File: src/rtl/disp_pkg.sv
// Shared constants for the display scan controller: light phase encodings,
// LED patterns and the phase-to-LED decode.
package disp_pkg;

    typedef enum logic [1:0] {
        PH_RED   = 2'd0,
        PH_YEL   = 2'd1,
        PH_GRN   = 2'd2,
        PH_FLASH = 2'd3
    } phase_e;

    // LED vectors are {red, yellow, green}, active-high.
    localparam logic [2:0] LED_RED = 3'b100;
    localparam logic [2:0] LED_YEL = 3'b010;
    localparam logic [2:0] LED_GRN = 3'b001;
    localparam logic [2:0] LED_OFF = 3'b000;

    function automatic logic [2:0] led_decode(input logic [1:0] phase, input logic blink_on);
        logic [2:0] led;
        led = LED_OFF;
        case (phase_e'(phase))
            PH_RED:   led = LED_RED;
            PH_YEL:   led = LED_YEL;
            PH_GRN:   led = LED_GRN;
            PH_FLASH: led = blink_on ? LED_YEL : LED_OFF;
            default:  led = LED_OFF;
        endcase
        return led;
    endfunction

endpackage

File: src/rtl/disp_prescaler.sv
// Free-running divider: o_tick is high for one cycle out of every DIV cycles,
// the first one DIV cycles after reset release.
module disp_prescaler #(
    parameter int DIV = 50000
) (
    input  logic i_clk,
    input  logic i_rst_n,
    output logic o_tick
);

    localparam int CW = (DIV > 1) ? $clog2(DIV) : 1;

    logic [CW-1:0] cnt_q, cnt_d;

    always_comb begin
        o_tick = (cnt_q == CW'(DIV - 1));
        cnt_d  = o_tick ? '0 : cnt_q + 1'b1;
    end

    always_ff @(posedge i_clk or negedge i_rst_n) begin
        if (!i_rst_n) begin
            cnt_q <= '0;
        end else begin
            cnt_q <= cnt_d;
        end
    end

endmodule

File: src/rtl/disp_scan_ctrl.sv
// Multiplexed BCD display scanner with per-digit blinking and traffic-light LEDs.
// Define DISP_LZB_EN to enable leading-zero blanking.
module disp_scan_ctrl
    import disp_pkg::*;
#(
    parameter int DIGITS       = 4,
    parameter int SCAN_DIV     = 50000,
    parameter int BLINK_FRAMES = 32
) (
    input  logic                  i_clk,
    input  logic                  i_rst_n,
    input  logic [4*DIGITS-1:0]   i_data,
    input  logic                  i_load,
    input  logic [DIGITS-1:0]     i_blink_mask,
    input  logic [1:0]            i_phase,
    output logic [DIGITS-1:0]     o_an,
    output logic [3:0]            o_seg_data,
    output logic                  o_seg_blank,
    output logic [2:0]            o_led
);

    localparam int IW = $clog2(DIGITS);
    localparam int FW = (BLINK_FRAMES > 1) ? $clog2(BLINK_FRAMES) : 1;

    logic                  tick;
    logic                  frame_end;
    logic [3:0]            cur_digit;
    logic [DIGITS-1:0]     lz_blank;

    logic [4*DIGITS-1:0]   data_q, data_d;
    logic [DIGITS-1:0]     mask_q, mask_d;
    logic [IW-1:0]         idx_q, idx_d;
    logic [FW-1:0]         frame_q, frame_d;
    logic                  blink_q, blink_d;
    logic [DIGITS-1:0]     an_q, an_d;
    logic [3:0]            seg_q, seg_d;
    logic                  blank_q, blank_d;

    disp_prescaler #(.DIV(SCAN_DIV)) u_prescaler (
        .i_clk   (i_clk),
        .i_rst_n (i_rst_n),
        .o_tick  (tick)
    );

`ifdef DISP_LZB_EN
    logic lz_all;

    // A digit is a leading zero when it and every digit above it are zero.
    always_comb begin
        lz_all   = 1'b1;
        lz_blank = '0;
        for (int i = DIGITS - 1; i >= 1; i--) begin
            lz_all      = lz_all & (data_q[4*i +: 4] == 4'd0);
            lz_blank[i] = lz_all;
        end
    end
`else
    assign lz_blank = '0;
`endif

    always_comb begin
        data_d    = data_q;
        mask_d    = mask_q;
        idx_d     = idx_q;
        frame_d   = frame_q;
        blink_d   = blink_q;
        cur_digit = 4'd0;
        frame_end = tick && (idx_q == IW'(DIGITS - 1));

        if (i_load) begin
            data_d = i_data;
            mask_d = i_blink_mask;
        end

        if (tick) begin
            idx_d = frame_end ? '0 : idx_q + 1'b1;
        end

        if (frame_end) begin
            if (frame_q == FW'(BLINK_FRAMES - 1)) begin
                frame_d = '0;
                blink_d = ~blink_q;
            end else begin
                frame_d = frame_q + 1'b1;
            end
        end

        for (int i = 0; i < DIGITS; i++) begin
            if (idx_q == IW'(i)) begin
                cur_digit = data_q[4*i +: 4];
            end
        end

        // Outputs follow the index one cycle late and see the shadows as of that cycle.
        an_d    = ~(DIGITS'(1) << idx_q);
        seg_d   = cur_digit;
        blank_d = (mask_q[idx_q] & ~blink_q) | lz_blank[idx_q];
    end

    always_ff @(posedge i_clk or negedge i_rst_n) begin
        if (!i_rst_n) begin
            data_q  <= '0;
            mask_q  <= '0;
            idx_q   <= '0;
            frame_q <= '0;
            blink_q <= 1'b1;
            an_q    <= '1;
            seg_q   <= 4'd0;
            blank_q <= 1'b1;
        end else begin
            data_q  <= data_d;
            mask_q  <= mask_d;
            idx_q   <= idx_d;
            frame_q <= frame_d;
            blink_q <= blink_d;
            an_q    <= an_d;
            seg_q   <= seg_d;
            blank_q <= blank_d;
        end
    end

    assign o_an        = an_q;
    assign o_seg_data  = seg_q;
    assign o_seg_blank = blank_q;
    assign o_led       = led_decode(i_phase, blink_q);

endmodule
File: config.mk
export PLATFORM = sky130hd
export DESIGN_NAME = disp_scan_ctrl
export DESIGN_NICKNAME = d
export VERILOG_FILES = /design/src/rtl/disp_pkg.sv /design/src/rtl/disp_prescaler.sv /design/src/rtl/disp_scan_ctrl.sv
export SDC_FILE = /design/constraint.sdc
export NUM_CORES = 1
export LEC_CHECK = 0
export CORE_ASPECT_RATIO = 2
export CORE_MARGIN = 4
export CORE_UTILIZATION = 40
export DETAILED_ROUTE_END_ITERATION = 6
export DONT_BUFFER_PORTS = 1
export PLACE_DENSITY_LB_ADDON = 0.3
export SLEW_MARGIN = 20
export SYNTH_ARGS = -nofsm -noshare
export SYNTH_HDL_FRONTEND = slang
export SYNTH_SLANG_ARGS = --single-unit
File: constraint.sdc
create_clock -name i_clk -period 2.2 [get_ports i_clk]
set_input_delay 0.44 -clock i_clk [delete_from_list [all_inputs] [get_ports i_clk]]
set_output_delay 0.44 -clock i_clk [all_outputs]
set_load 0.01 [all_outputs]
# == Word-level counts from Yosys, hierarchy flattened ==
# Cells that the tools add are included.
# classes
addsub,3
n_lt_le_gt_ge,1
eq_ne,8
shifts,1
mux,13
bitwise_logic,4
n_reduce_logical,4
# ops
cell,n
$add A16 B1 Y16 const B,1
$eq A16 B16 Y1 const B,1
$mux W16,1
$mux W4,4
$pmux W3 S4,1
$eq A2 B2 Y1 const B,4
$add A5 B1 Y5 const B,1
$eq A5 B5 Y1 const B,1
$mux W5,1
$bmux W1 S2,2
$eq A2 B1 Y1 const B,2
$logic_not A2 Y1,2
$mux W2,2
$not A4 Y4,1
$shl A1 B2 Y4 const A,1
$lt A2 B3 Y1 const B,1
$add A2 B1 Y2 const B,1
$mux W1,2
$reduce_and A2 Y1,1
$and A1 B1 Y1,1
$logic_and A1 B1 Y1,1
$not A1 Y1,1
$or A1 B1 Y1,1
# totals
reg_bits,53
in_bits,25
output_inout_bits,12
wordCells,43

# == Logic depth before layout (Yosys ltp) ==
# Gate-level depths: netlist (run 1).
# depth
word_depth,5
ltp_mapped,7
depth_no_buf,6

# == Cells and area by module ==
# Synthesis (run 1) repeated with hierarchy kept, for this count alone.
# hier_totals
hier_cells,183
hier_area_um2,2317.2
# modules_own_cells
module,n_inst,cells_per_inst,area_each_um2,seq_area_each_um2
disp_scan_ctrl,1,116,1555.2,933.4
disp_prescaler,1,67,762.0,400.4

# == Worst setup path after synthesis (run 1) ==
# No wires, ideal clock.
# synth_path
path_type,register to register
from,reg u_prescaler.cnt_q[0]
to,reg frame_q[1]
setup_time_ps,125
t_arrival_ps,1445
t_required_ps,2075
slack_ps,630
path_stages_with_launch,7
n_path_buf,1
synth_period_minus_slack_ps,1570
path_cell_list,dfrtp_1 > ha_1 > nand4_1 > and4b_1 > buf_6 > nand2_4 > mux2_4
# synth_via
elab_chain_len,2
# synth_rtl
element,line_no,source
"start, declared",disp_prescaler.sv:13,"logic [CW-1:0] cnt_q, cnt_d;"
"start signal, assigned",disp_prescaler.sv:24,cnt_q <= cnt_d;
$eq A16 B16 Y1,disp_prescaler.sv:16,o_tick = (cnt_q == CW'(DIV - 1));
$logic_and A1 B1 Y1,disp_scan_ctrl.sv:68,frame_end = tick && (idx_q == IW'(DIGITS - 1));
"end signal, assigned",disp_scan_ctrl.sv:114,frame_q <= frame_d;
"end, declared",disp_scan_ctrl.sv:33,"logic [FW-1:0] frame_q, frame_d;"
# Every way passes these cells.
# A chain may end at the register's enable or synchronous reset.

# == Worst setup path in the final report (run 1) ==
# layout_path
from,reg u_prescaler.cnt_q[0]
to,reg frame_q[0]
# Same word-level chain as after synthesis.

==> summary.txt, run 1 <==
Yosys
  • Syn Area/Cell: 12.5 µm²
  • Number of synthesized flops with an enable pin: 0
  • Distinct cells, synth: 37
  • Most common cell in the netlist: dfrtp_1
  • Largest cells by area after synthesis: dfrtp_1 50%, mux2_2 9.5%, dfstp_2 6.7%
  • Cell area after synthesis: about 0.0024 mm²
  • Yosys top cell area share: 0.497
  • Commonest cells in the netlist: 47 x dfrtp_1, 20 x mux2_2, 11 x nor2_1
  • Post-Syn Instances: 190
  • Seq/Total Area, Yosys: 0.564
  • Synth Warn #: 0
  • Dominant cell type by area after synthesis: dfrtp_1
  • Post-synthesis async set-or-reset flop share: 1.00
  • Syn nets: 222
  • Yosys reg bits: between 50 and 60
  • Post-synth top flop: dfrtp_1

Clock tree
  • Num Clock Sinks: between 50 and 60
  • CTS Buf Count: 5
  • Postcts setup bufs: 0
  • Worst-case clock buffer depth: 2
  • Clock latency on the worst-skew pair: about 0.29 ns
  • Hold Buf Count CTS: 1
  • Post-cts sizing count: 0
  • Worst-path clk slew: approximately 0.07 ns
  • Root buffer cell: clkbuf_16
  • CTS tree: built
  • H-Tree Depth: 2

Timing
  • Final hold slack: -0.00261 ns
  • Slew @ Worst Pin: 0.569 ns
  • Clock Skew: between 0.005 and 0.006 ns
  • Final Hold Vio Count: 7
  • Final Cycle Share: 0.866
  • Fmax achieved: roughly 520 MHz
  • Post-route minimum period: about 1.9 ns
  • RSZ-0062 raised after global routing: false
  • Final TNS setup: 0 ns
  • Max-slew headroom: 0.621
  • Finish-stage setup viols: 0
  • Slew Viols, Final: 0

Power
  • PwrDens: a little under 800 mW/mm²
  • Logic gate share of total power: 0.043
  • Worst VDD drop: between 0.9 and 1 mV
  • Clock power frac: 0.443
  • Cell-internal power: between 0.0015 and 0.002 W
  • Sw frac: 0.196
  • Sw power: 0.000399 W
  • Seq pwr share: 0.514
  • Leak: 1.15 nW

Place
  • DP HPWL: between 3000 and 4000 µm
  • Placer congestion estimate: roughly 0.76
  • Count of buffers from port buffering: 0
  • Placed insts: between 200 and 250
  • Placed inst area: around 0.0024 mm²

GRT
  • Tot GR Track Use: 0.131
  • Wire length of the first global-routing pass: 7300 µm
  • Number of global-route vias before repair: 1492
  • Grt total ovfl: 0
  • Initial antenna violation count: 0
  • Largest net degree at the start of global routing: 54

Layout
  • ANT cells: 0
  • Area growth syn-to-layout: 10.7%
  • Cell Count, Final, Fillers Out: roughly 260
  • Share of cells above drive strength 1: 0.216
  • Util after Layout: 0.459
  • Final Net Count: 225
  • Design area: between 0.002 and 0.003 mm²

Drt
  • Via count: between 1000 and 1500
  • Total Routed Length: around 4400 µm
  • DR vias/cell: 5.55
  • Routed Antenna Nets: 0
  • Average wire per standard cell: ~17 µm
  • Drt first pass iters: 4
  • First DRT Iteration DRCs: 85
  • # DRC: 0

Worst setup path
  • FF-to-FF Start: u_prescaler.cnt_q[0]
  • Setup CP Type: register to register
  • Arrival @ worst endpoint: 2.12 ns
  • Req. time, crit path: 2.41 ns
  • Worst Path Max Fanout: 13
  • R2R depth: 6
  • Reg2Reg Setup Slack: a little under 0.3 ns
  • Setup crit end kind: register
  • Reg2Reg Capture Point: frame_q[0]
  • Type of origin of the critical path: register

Die
  • Ports: 37
  • Die Wd: 62.4 µm
  • Core Region: between 0.005 and 0.006 mm²
  • Core Rows: 39
  • Die area: between 0.007 and 0.008 mm²
  • Starting Density: 0.414
  • Die height: roughly 120 µm

Worst hold path
  • Hold Crit Class: input pin to async pin

Flow run
  • Max-cap violations: 0

Run status
  • Status: finished, violations left
  • Failing checks: hold timing
==> critical path, cell delays in order, from the launching register on <==
cell and delay (ns):
dfrtp_1 0.42, ha_1 0.29, nand4_1 0.11, and4b_1 0.44
buf_4 0.24, nand3b_1 0.14, o21bai_1 0.18
==> placed cells by master, fill, tap and decap left out, types with 7 or more instances in the layout <==
master,Yosys,layout
nand3_1,8,8
nand2_1,8,8
nand4_1,7,7
ha_1,7,7
nor2_1,11,11
dfrtp_1,47,47
inv_1,8,8
mux2_2,20,20
xnor2_1,7,7
==> flip-flops by register name (all words and copies together) (netlist names) <==
name,cells
o_an,4
o_seg_data,4
mask_q,4
frame_q,5
data_q,16
blink_q,1
idx_q,2
o_seg_blank,1
u_prescaler.cnt_q,16
==> power groups by stage <==
| stage | Clock (W) | Sequential, W | Combinational, W |
|---|---|---|---|
| finish | 0.000904 | 0.00105 | 0.0000867 |
| global placement | 0 | 0.00107 | 0.0000631 |
| global route | 0.000978 | 0.00105 | 0.0000970 |
| floorplan | 0 | 0.00106 | 0.0000610 |
| detailed placement | 0 | 0.00107 | 0.0000650 |
| CTS | 0.000937 | 0.00105 | 0.0000897 |
==> worst max path at each step <==
| stage | cells past startpoint | startpoint | end |
|---|---|---|---|
| floorplan | 6 | u_prescaler.cnt_q[0] | frame_q[1] |
| global placement | 6 | u_prescaler.cnt_q[0] | frame_q[0] |
| detailed placement | 6 | u_prescaler.cnt_q[0] | frame_q[2] |
| CTS | 6 | u_prescaler.cnt_q[0] | frame_q[0] |
| global route | 6 | u_prescaler.cnt_q[0] | frame_q[0] |
| finish | 6 | u_prescaler.cnt_q[0] | frame_q[0] |
==> final cells by class <==
cell class,count,area (µm²)
clock inverter,2,37.5
tap,61,76.3
inverter,8,30.0
fill,520,3090
clock buffer,6,139
sequential,53,1330
timing repair buffer,3,42.5
multi-input combinational,122,960
==> through the flow <==
| step | total power [W] | worst slack, ns |
|---|---|---|
| 4_1_cts | 0.00208 | 0.297 |
| 6_report | 0.00204 | 0.294 |
| 3_5_place_dp | 0.00113 | 0.308 |
| 2_1_floorplan | 0.00112 | 0.630 |
| 3_3_place_gp | 0.00113 | 0.383 |
| 5_1_grt | 0.00213 | 0.129 |
==> logic make-up after synthesis <==
logic type,after synthesis,share of synthesized area
buffers and inverters,15,0.0307
muxes,23,0.117
xor gates and xnor gates,13,0.0481
and+or+nand+nor,59,0.145
AOI/OAI and AO/OA,20,0.0576
adders and majority gates,7,0.0370
DFF,53,0.564
==> layer usage <==
metal  GRT usage  wire [µm]  vias to the layer above
met4      0.0595         89                        0
met3      0.0318        185                        6
met2       0.247       2570                       29
met1       0.133       1570                      704
met5           0          0                        -
li1            -          -                      677
Note: power is estimated with default switching activity, not from simulation.
==> inputs of run 2 (changes only) <==
--- a/config.mk
+++ b/config.mk
@@ -6,7 +6,6 @@
 export NUM_CORES = 1
 export LEC_CHECK = 0
 export CORE_ASPECT_RATIO = 2
-export CORE_MARGIN = 4
 export CORE_UTILIZATION = 40
 export DETAILED_ROUTE_END_ITERATION = 6
 export DONT_BUFFER_PORTS = 1
==> run 2 against run 1 <==
  * The run still ends with hold timing left
  * Non-clock buffer count is the same
  * Sequential power is essentially flat
  * First-iteration DRC count shrank 13%
  * Critical path type unchanged
  * Largest power group unchanged
==> summary.txt, run 2 (same netlist as run 1, synthesis figures left out) <==
Worst setup path
  • Cell chain of the critical path: ha_1 > nand4_1 > and4b_1 > buf_4 > nand3b_1 > o21bai_1
  • Arrival @ worst endpoint: 2.07 ns (-0.05 ns)
  • CP max stage cell: dfrtp_1
  • Setup crit end kind: register
  • Worst Path Max Fanout: 15 (+2)
  • Slowest stage delay, CP: 0.42 ns (-0.02 ns)
  • Setup CP Type: register to register
  • Req. time, crit path: 2.41 ns (about the same)
  • Type of origin of the critical path: register
  • FF-to-FF Start: u_prescaler.cnt_q[0]
  • Crit path from: u_prescaler.cnt_q[0]

Drt
  • First DRT Iteration DRCs: 74 (-13%)
  • Average wire per standard cell: 17.4 µm (+0.34%)
  • Drt first pass iters: 4 (unchanged)
  • Via count: 1454 (+2.7%)
  • Routed Antenna Nets: 0 (unchanged)
  • Total Routed Length: 4430 µm (+0.34%)
  • DR vias/cell: 5.70 (+2.7%)
  • # DRC: 0 (unchanged)

Layout
  • Final Net Count: 225 (unchanged)
  • ANT cells: 0 (unchanged)
  • Area growth syn-to-layout: 9.41%
  • Multi-input combinational cell area: 960 µm² (unchanged)
  • Commonest non-fill, non-tap cell in the layout: dfrtp_1
  • Share of cells above drive strength 1: 0.206 (-0.0103)
  • Storage element area: 0.00133 mm² (unchanged)
  • Most frequent cells in the layout: 47 x dfrtp_1, 20 x mux2_2, 11 x nor2_1
  • Filler Cell Count: 541 (+4.0%)
  • Top Registers: data_q (16), u_prescaler.cnt_q (16), frame_q (5)
  • Util after Layout: 0.453 (-0.00526)

Timing
  • Clock Skew: 0.00398 ns (-0.00122 ns)
  • RSZ-0062 raised after global routing: false
  • Max-slew headroom: 0.610 (-0.0103)
  • Finish-stage setup viols: 0 (unchanged)
  • Final TNS setup: 0 ns (unchanged)
  • Final Hold Vio Count: 2 (-5)
  • Final Cycle Share: 0.845 (-0.0214)
  • Slew @ Worst Pin: 0.585 ns (+0.0155 ns)
  • Fmax achieved: 538 MHz (+2.5%)
  • Final hold slack: -0.00579 ns (-0.00318 ns)
  • Post-route minimum period: 1.86 ns (-0.0471 ns)
  • Slew Viols, Final: 0 (unchanged)

Clock tree
  • Num Clock Sinks: 53 (unchanged)
  • CTS Buf Count: 5 (unchanged)
  • Worst-case clock buffer depth: 2 (unchanged)
  • Root buffer cell: clkbuf_16
  • CTS tree: built
  • H-Tree Depth: 2 (unchanged)
  • Clock latency on the worst-skew pair: 0.29 ns (about the same)
  • Worst-path clk slew: 0.06 ns (about the same)

Die
  • Die height: 111 µm (-5.1%)
  • Ports: 37 (unchanged)
  • Core Rows: 39 (unchanged)
  • Die Wd: 56.4 µm (-9.6%)
  • Starting Density: 0.414 (unchanged)
  • Core Region: 0.00571 mm² (unchanged)
  • Die area: 0.00625 mm² (-14%)

Power
  • PwrDens: 740 mW/mm² (-5.0%)
  • Sw power: 0.000389 W (-2.5%)
  • Clock power frac: 0.406 (-0.037)
  • Leak: 1.14 nW (-1.0%)
  • Seq pwr share: 0.548 (+0.034)
  • Cell-internal power: 0.00153 W (-6.9%)
  • Logic gate share of total power: 0.046 (+0.003)
  • Worst VDD drop: 0.684 mV (-25%)
  • Sw frac: 0.203 (+0.00729)

GRT
  • Tot GR Track Use: 0.160 (+0.0295)
  • Grt total ovfl: 0 (unchanged)
  • Number of global-route vias before repair: 1587 (+6.4%)
  • Wire length of the first global-routing pass: 7680 µm (+5.2%)
  • Largest net degree at the start of global routing: 54 (unchanged)
  • Initial antenna violation count: 0 (unchanged)

Place
  • DP HPWL: 3270 µm (+0.71%)
  • Placer congestion estimate: 0.815 (+7.1%)
  • Count of buffers from port buffering: 0 (unchanged)

Run status
  • Status: finished, violations left
  • Failing checks: hold timing

Worst hold path
  • Hold Crit Class: input pin to async pin

Flow run
  • Max-cap violations: 0 (unchanged)
-- run 2: cell count changes in the layout (fill, tap and decap cells not counted), sizes merged --
cell | before | now
clkinvlp | 1 | 0
clkbuf | 6 | 8
bufinv | 1 | 0
-- run 2: routing by layer --
layer	wire length (µm)	global-route usage	vias up
met5	0	0	-
met4	230	0.101	0
met3	111	0.0268	13
met2	2550	0.285	37
met1	1530	0.169	731
li1	-	-	673
-- run 2: timing repair --
action	in CTS	in global routing
hold endpoints to repair	53	0
buffers inserted	0	0
endpoints found under the setup margin	0	0
hold buffers	1	0
resized for setup	0	0
-- run 2: worst max-delay path: cells and delay by family (launching register included) --
kind                       cells  cell delay (ns)
DFF                            1             0.42
adders and majority gates      1             0.29
buffers and inverters          1             0.24
AOI/OAI and AO/OA              1             0.19
and+or+nand+nor                3             0.64
-- run 2: per-stage QoR --
stage                     instances  hold slack, ns  total power [W]  setup slack (ns)  instance area [µm²]
final                           255        -0.00579          0.00192             0.341                 2590
after global routing            255          0.0110          0.00199             0.109                 2590
after CTS                       255          0.0110          0.00194             0.332                 2590
after detailed placement        246           0.145          0.00113             0.344                 2410
after global placement          246           0.145          0.00113             0.434                 2410
after floorplan                 190           0.144          0.00112             0.630                 2370
-- run 2: power by group through the flow --
stage	clock network (W)	logic, W	registers (W)
after floorplan	0	0.0000610	0.00106
after detailed placement	0	0.0000653	0.00107
after global routing	0.000834	0.0000990	0.00105
final	0.000778	0.0000877	0.00105
after CTS	0.000801	0.0000903	0.00105
after global placement	0	0.0000627	0.00107
-- run 2: final cells by class --
class                   instances  area share
clock buffers                   8      0.0565
inverters                       8      0.0116
multi-input cells             122       0.371
flip-flops and latches         53       0.515
well taps                      61      0.0295
repair buffers                  3      0.0164
-- run 2: path summary, 6_finish.rpt --
check / to / slack [ns] / cells after the start
max reg2reg: frame_q[2] / 0.34 / 6
min reg2reg: o_seg_data[3] / 0.48 / 2
min: data_q[12] / -0.006 / 1
max in group asynchronous: blink_q / 1.91 / 1
max: frame_q[2] / 0.34 / 6
min in group i_clk: data_q[14] / 0.30 / 1
